<file path="src/rtl/if_stage.sv">
// Instruction fetch stage with PC/nPC pair, ready-handshake fetch and IF/ID register.
// Build option IF_DELAY_SLOT_EN: defined = MIPS delay slot; undefined = taken branch squashes the fetch.
module if_stage #(
  parameter logic [31:0] RESET_PC = 32'h0000_0000,
  parameter logic [31:0] NOP_WORD = 32'h0000_0000
) (
  input  logic        clk,
  input  logic        reset,
  input  logic        le,
  input  logic        flush,
  input  logic        branch_taken,
  input  logic [31:0] branch_target,
  output logic        imem_req,
  output logic [31:0] imem_addr,
  input  logic [31:0] imem_rdata,
  input  logic        imem_ready,
  output logic [31:0] instruction_reg,
  output logic [31:0] pc_id,
  output logic        instr_valid,
  output logic        fetch_busy
);

  typedef enum logic {FETCH = 1'b0, HOLD = 1'b1} state_t;

  state_t      state, state_nxt;
  logic [31:0] pc, pc_nxt;
  logic [31:0] npc, npc_nxt;
  logic [31:0] hold_buf, hold_buf_nxt;
  logic [31:0] ir_nxt, pc_id_nxt;
  logic        valid_nxt;
`ifdef IF_DELAY_SLOT_EN
  logic        br_pend, br_pend_nxt;
  logic [31:0] br_tgt, br_tgt_nxt;
`endif

  // A flush moves the fetch pointer exactly as an unstalled load would.
  logic        le_eff;
  logic        got_word;
  logic [31:0] word;
  logic        advance;
  logic        take_br;

  assign le_eff   = le | flush;
  assign got_word = (state == FETCH) ? imem_ready : 1'b1;
  assign word     = (state == FETCH) ? imem_rdata : hold_buf;
  assign advance  = le_eff & got_word;
  assign take_br  = branch_taken & le_eff;

  // State register
  always_ff @(posedge clk) begin
    if (reset) state <= FETCH;
    else       state <= state_nxt;
  end

  // Next-state logic
  always_comb begin
    state_nxt = state;
    case (state)
      FETCH: if (imem_ready && !le_eff) state_nxt = HOLD;
      HOLD:  if (le_eff)                state_nxt = FETCH;
      default: state_nxt = FETCH;
    endcase
  end

  // Outputs decoded from state and PC
  always_comb begin
    imem_req   = (state == FETCH) && !reset;
    imem_addr  = pc;
    fetch_busy = (state == FETCH) && !imem_ready;
  end

  always_comb begin
    pc_nxt       = pc;
    npc_nxt      = npc;
    hold_buf_nxt = hold_buf;
    ir_nxt       = instruction_reg;
    pc_id_nxt    = pc_id;
    valid_nxt    = instr_valid;
`ifdef IF_DELAY_SLOT_EN
    br_pend_nxt  = br_pend;
    br_tgt_nxt   = br_tgt;
`endif

    if (state == FETCH && imem_ready && !le_eff)
      hold_buf_nxt = imem_rdata;

`ifdef IF_DELAY_SLOT_EN
    if (advance) begin
      ir_nxt    = flush ? NOP_WORD : word;
      valid_nxt = !flush;
      if (!flush) pc_id_nxt = pc;
      pc_nxt      = npc;
      npc_nxt     = take_br ? branch_target : (br_pend ? br_tgt : npc + 32'd4);
      br_pend_nxt = 1'b0;
    end else begin
      if (le_eff) begin
        ir_nxt    = NOP_WORD;
        valid_nxt = 1'b0;
      end
      if (take_br) begin
        br_pend_nxt = 1'b1;
        br_tgt_nxt  = branch_target;
      end
    end
`else
    // Without a delay slot the in-flight word (or held word) is squashed.
    if (take_br) begin
      pc_nxt    = branch_target;
      npc_nxt   = branch_target + 32'd4;
      ir_nxt    = NOP_WORD;
      valid_nxt = 1'b0;
    end else if (advance) begin
      ir_nxt    = flush ? NOP_WORD : word;
      valid_nxt = !flush;
      if (!flush) pc_id_nxt = pc;
      pc_nxt  = npc;
      npc_nxt = npc + 32'd4;
    end else if (le_eff) begin
      ir_nxt    = NOP_WORD;
      valid_nxt = 1'b0;
    end
`endif
  end

  always_ff @(posedge clk) begin
    if (reset) begin
      pc              <= RESET_PC;
      npc             <= RESET_PC + 32'd4;
      hold_buf        <= NOP_WORD;
      instruction_reg <= NOP_WORD;
      pc_id           <= 32'h0000_0000;
      instr_valid     <= 1'b0;
`ifdef IF_DELAY_SLOT_EN
      br_pend         <= 1'b0;
      br_tgt          <= 32'h0000_0000;
`endif
    end else begin
      pc              <= pc_nxt;
      npc             <= npc_nxt;
      hold_buf        <= hold_buf_nxt;
      instruction_reg <= ir_nxt;
      pc_id           <= pc_id_nxt;
      instr_valid     <= valid_nxt;
`ifdef IF_DELAY_SLOT_EN
      br_pend         <= br_pend_nxt;
      br_tgt          <= br_tgt_nxt;
`endif
    end
  end

endmodule

</file>
<file path="config.mk">
export PLATFORM = sky130hd
export DESIGN_NAME = if_stage
export DESIGN_NICKNAME = d
export VERILOG_FILES = /design/src/rtl/if_stage.sv
export SDC_FILE = /design/constraint.sdc
export NUM_CORES = 1
export LEC_CHECK = 0
export ABC_AREA = 0
export CORE_ASPECT_RATIO = 1.1
export CORE_UTILIZATION = 42
export DETAILED_ROUTE_END_ITERATION = 8
export PLACE_DENSITY_LB_ADDON = 0.25
export SYNTH_ARGS = -nofsm -noshare
export SYNTH_HDL_FRONTEND = slang
export SYNTH_SLANG_ARGS = --single-unit
</file>
<file path="constraint.sdc">
create_clock -name clk -period 6.1 [get_ports clk]
set_input_delay 1.83 -clock clk [delete_from_list [all_inputs] [get_ports clk]]
set_output_delay 1.83 -clock clk [all_outputs]
set_load 0.05 [all_outputs]
</file>
**Word level (Yosys, flattened, before mapping)**

Cells that the tools add are included.

- Memories: 0
- Bits in latches: 0
- Logic and storage cells: 42
- Bits in writable memories: 0
- Bits in read-only memories: 0
- Flip-flop bits (word level): 162
- Output and inout port bits: 99

- Equal/unequal tests: 0
- Multiplexer cells: 14
- Shift operators: 0
- Multipliers: 0
- Magnitude comparators: 0
- Add/sub/neg operators: 2
- Reduce and logical (&&, ||, !) cells: 13
- Bitwise logic cells: 6
- Div/mod/pow operators: 0

Operator list:

| cell | number |
|---|---|
| $mux W32 | 8 |
| $add A32 B3 Y32 const B | 2 |
| $logic_and A1 B1 Y1 | 5 |
| $mux W1 | 5 |
| $logic_not A1 Y1 | 4 |
| $reduce_bool A2 Y1 | 2 |
| $not A1 Y1 | 3 |
| $reduce_and A3 Y1 | 1 |
| $and A1 B1 Y1 | 2 |
| $pmux W1 S2 | 1 |
| $reduce_or A2 Y1 | 1 |
| $or A1 B1 Y1 | 1 |

**Depth between registers and ports, before layout**

- Word-level depth: 5
- Gate-level depth with buffers: 15
- Mapped depth without buffers: 10

**Least setup slack after synthesis**

No wires, ideal clock.

- Path kind: input-to-reg
- Start point: input flush
- End point: register npc[22]
- Arrival: 5145 ps
- Path buffers: 5
- Stages on the path: 15
- Slack: 822 ps
- Setup time: 133 ps
- Path through: buf_2 o21ai_1 clkbuf_1 buf_1 clkbuf_1 buf_2 nand2_1 nand2_1 ha_1 nand4_1 nor3_1 o221ai_1 o21a_1 o31ai_1 a21oi_1

- Cells in the longest elaborated chain, start to end: 3

RTL lines:

| element | line | RTL |
|---|---|---|
| start, declared | 10 | `input logic flush,` |
| $or A1 B1 Y1 (*) | 43 | `assign le_eff = le \| flush;` |
| $and A1 B1 Y1 (on tied branches) | 47, 46 |  |
| $mux W32 or $reduce_bool A2 Y1 (tied branches) | - |  |
| end signal, assigned | 128 | `npc <= RESET_PC + 32'd4;` |
| end signal, assigned | 139 | `npc <= npc_nxt;` |
| end, declared | 27 | `logic [31:0] npc, npc_nxt;` |

Every way passes the cells marked *; elsewhere a longest branch is shown, timed or not.
A chain may end at the register's enable or synchronous reset.

**Worst setup path after layout**

- Start point: input imem_ready
- End point: output fetch_busy

- Cells in the longest elaborated chain, start to end: 2

RTL lines:

| element | line | RTL |
|---|---|---|
| start, declared | 16 | `input logic imem_ready,` |
| $logic_not A1 Y1 | 69 | `fetch_busy = (state == FETCH) && !imem_ready;` |
| $logic_and A1 B1 Y1 | 69 |  |
| end, declared | 20 | `output logic fetch_busy` |

Every way passes these cells.

==> summary by stage <==
GRT
The initial antenna violation count came to 0. The first-pass GRT wire length is approximately 36000 um. The largest net degree at the start of global routing is 83. The global-route usage over all layers is 24.94%. The via count of the first global-routing pass is 6967.

The total overflow left after global routing is 0.

Die
The die covers around 18000 um2. The vertical die dimension is 142.4 um. From left edge to right edge, the die measures 129.7 um. The cell row count is 50. The standard cell core area is 17270 um2.

The boundary pin count is 169. Once the floorplan was initialized, standard cells occupied 43.60% of the core.

Worst setup path
The depth of the worst register-to-register path is 7. The nature of the critical path startpoint is a primary input. The slowest library cell on the worst path is clkdlybuf4s50_1.

The cell family contributing the most delay on the critical path is buffers and inverters. The dominant cell type by count on the critical path is clkdlybuf4s50_1. The signal on the critical path passes through clkdlybuf4s50_1 > nor2_1 > clkdlybuf4s50_1. Of all nets on the critical path, the largest fanout is 4. Together, buffers and inverters on the worst path number 2.

In this run the critical register-to-register path is launched from state$_SDFF_PP0_. For the worst setup path, the data arrival time is 3.43 ns. The worst flop-to-flop path endpoint is pc_id[20]$_SDFFE_PP0P_. The setup check on the worst reg-to-reg path leaves a slack of 3.11 ns. The critical path in this run is classified as in2out. For this run, the slowest stage of the critical path takes 0.85 ns.

The kind of capture point of the worst setup path is an output port. STA puts the critical path data required time at 4.27 ns.

Logic synthesis
The sequential element share of the synthesized area is approximately 43%. The mean instance size in the synthesized netlist is between 7 and 8 um2. Summing the areas of all xor and xnor instances in the mapped netlist gives 5.468% of the synthesized area.

The synthesized netlist devotes 16.20% of its cell area to compound gates. When the netlist entered floorplanning its net count stood at 1058. For this run, the leading register cell type out of synthesis is dfxtp_1. Counting flops with an async set or reset pin after synthesis yields a share of 0%. Summing every instance area after synthesis gives 7528 um2. The synthesized netlist devotes less than 1% of its cell area to adder and majority cells. The largest family of logic cells by synthesized area is simple AND/OR/NAND/NOR gates.

Synthesis handed over a netlist of between 900 and 1000 instances. The number of flops mapped to enable cells by yosys is 0. Counting flops and latches in the post-synthesis netlist gives 162. The synthesized design spends more area on one cell type than any other, namely dfxtp_1. Yosys printed 0 warnings. In this run, distinct cell masters in the synthesized netlist total 41. In this run the biggest area consumer among cell types represents 43.08% of the synthesized area.

The synthesized netlist devotes between 20% and 30% of its cell area to simple gates. Measured against the total synthesized area, the mux share comes to 5.734%. Ranked by total cell area, the synthesized netlist is headed by dfxtp_1 (43%), nand2_1 (11%), a21oi_1 (7.6%).

Clock tree
The H-tree level count is 4. The total CTS buffers is 17. The clock root buffer is clkbuf_16. For the worst-skew pair, the clock arrives at the later sink with an insertion delay of 0.43 ns. Once the clock tree was built, the resizer swapped 0 gates to a different size. Clock-pin slew was measured on the worst setup and hold paths at approximately 0.060 ns. The clock sink total is approximately 160. The worst-case clock buffer depth is 2. TritonCTS built the clock tree.

In this run, post-CTS hold repair placed 0 buffers. The number of buffers added for setup after CTS is 0.

Placement
The congestion estimate from routability-driven global placement came to 0.9356. In this run the tool buffered the top-level ports with 168 buffer cells. In this run the cell area measured after placement is 9385 um2. Detailed placement finished with a half-perimeter wire length of 15100 um.

STA
The number of hold violations in the final report is 0. Static timing analysis puts the maximum clock frequency at 190.3 MHz. The clock skew after layout is roughly 0.011 ns.

After layout, the minimum clock period comes to 5.255 ns. The worst hold margin is 0.4518 ns. The max-slew violation count is 0. The relative slew slack is 39.66%.

Setup violations remaining at the end of the flow were counted as 0. At the pin with the least slew margin, the transition time is 0.9019 ns. Setup repair after global routing left no endpoint under its margin.

Setup total negative slack on the finished layout was measured at 0 ns. After layout, the worst path uses 86.15% of the clock period.

Flow run
Across the run, the number of max-cap violations was 0.

Drt
The DRC violation count after routing is 0. The count of routing violations after the opening detailed-route iteration is 616. The via count is 7472. The detail route stage leaves a number of antenna-violating nets equal to 0. The final wirelength is ~23000 um. For this run, the detailed router's first-pass iteration total came to 5.

In the routed layout, each cell is associated on average with a via count of 5.470. The wire length per cell is between 15 and 20 um.

Hold path
The capture endpoint of the worst hold path is pc_id[11]$_SDFFE_PP0P_. The tightest min-delay check is of the reg2reg type. The hold path startpoint is pc_id[11]$_SDFFE_PP0P_.

Along the worst hold path, the cell count comes to 2.

Finish
The most common library cell in the layout ignoring fill and taps is nand2_1. The number of nets in the finished design is 1190. Relative to the synthesized area, the layout overhead comes to 32.16%. The total inserted antenna cells is 0. The share of cells above drive strength 1 is about 5.2%. The library cells used most frequently in the layout, excluding fill and tap cells, are nand2_1 (229), clkdlybuf4s50_1 (167), dfxtp_1 (161). The final cell area excluding filler cells is 9950 um2.

Power and ir drop
The static leakage is 0.003326 uW. In this run the power density over the cells is ~260 nW/um2. VDD sags by at most 0.0001934 V.

The total power is 2614 uW.

Outcome
The run finished with clean final reports.
[logic make-up (layout without fill, tap and decap cells)]
logic type / Yosys count / after routing
buffers and inverters: 74 / 219
and+or+nand+nor: 459 / 459
adders and majority gates: 1 / 1
DFF: 162 / 162
xor gates and xnor gates: 47 / 47
muxes: 43 / 43
AOI/OAI and AO/OA: 201 / 201
[worst min-delay path: cells and delay by family (launching register included)]
| kind | cells | cell delay, ns |
|---|---|---|
| AOI/OAI and AO/OA | 1 | 0.05 |
| DFF | 1 | 0.31 |
| and+or+nand+nor | 1 | 0.05 |
[layer usage]
metal	routed length, um	track usage, %	vias to the layer above
met3	1846	7.895	39
met1	9761	31.34	3492
met5	0	0	-
li1	-	-	3681
met2	10570	39.80	260
met4	474	9.119	0
[where the power goes]
part / total [uW] / internal, uW / switching (uW)
clock: 1020 / 563 / 458
combinational: 433 / 157 / 276
sequential: 1160 / 1110 / 51.0
total: 2610 / 1830 / 785
[layout make-up]
cell class              count  area [um2]
fillers                  1660        7317
multi-input cells         751        4038
flip-flops and latches    162        3244
repair buffers            184        1799
clock buffers              21       470.5
well taps                 234       292.8
clock inverters            11       93.84
inverters                   3       11.26
[how the worst max path moves through the flow]
stage | from | slack (ns) | cells past startpoint | endpoint
4_1_cts | imem_ready | 0.83 | 3 | fetch_busy
5_1_grt | imem_ready | 0.76 | 3 | fetch_busy
3_5_place_dp | imem_ready | 0.85 | 3 | fetch_busy
3_3_place_gp | imem_ready | 0.90 | 3 | fetch_busy
6_report | imem_ready | 0.84 | 3 | fetch_busy
2_1_floorplan | flush | 0.82 | 15 | npc[22]$_SDFFE_PP0P_
[per-stage QoR]
step	std cells	util (%)	setup WS [ns]
final	1366	57.62	0.8448
after global routing	1366	57.62	0.7576
after CTS	1366	57.62	0.8336
after detailed placement	1334	54.36	0.8524
after global placement	1334	54.36	0.9001
after floorplan	987	-	0.8223
[cell usage after synthesis (6+ instances only)]
library cell	count
a211oi_1	14
a21oi_1	115
a311oi_1	25
and3_1	7
buf_1	8
clkbuf_1	59
dfxtp_1	162
mux2i_1	42
nand2_1	230
nand3_1	28
nand4_1	19
nor2_1	129
nor3_1	23
nor4_1	6
o21ai_0	16
o22ai_1	8
or3_1	9
xnor2_1	28
xor2_1	19
(Power assumes the default switching activity.)
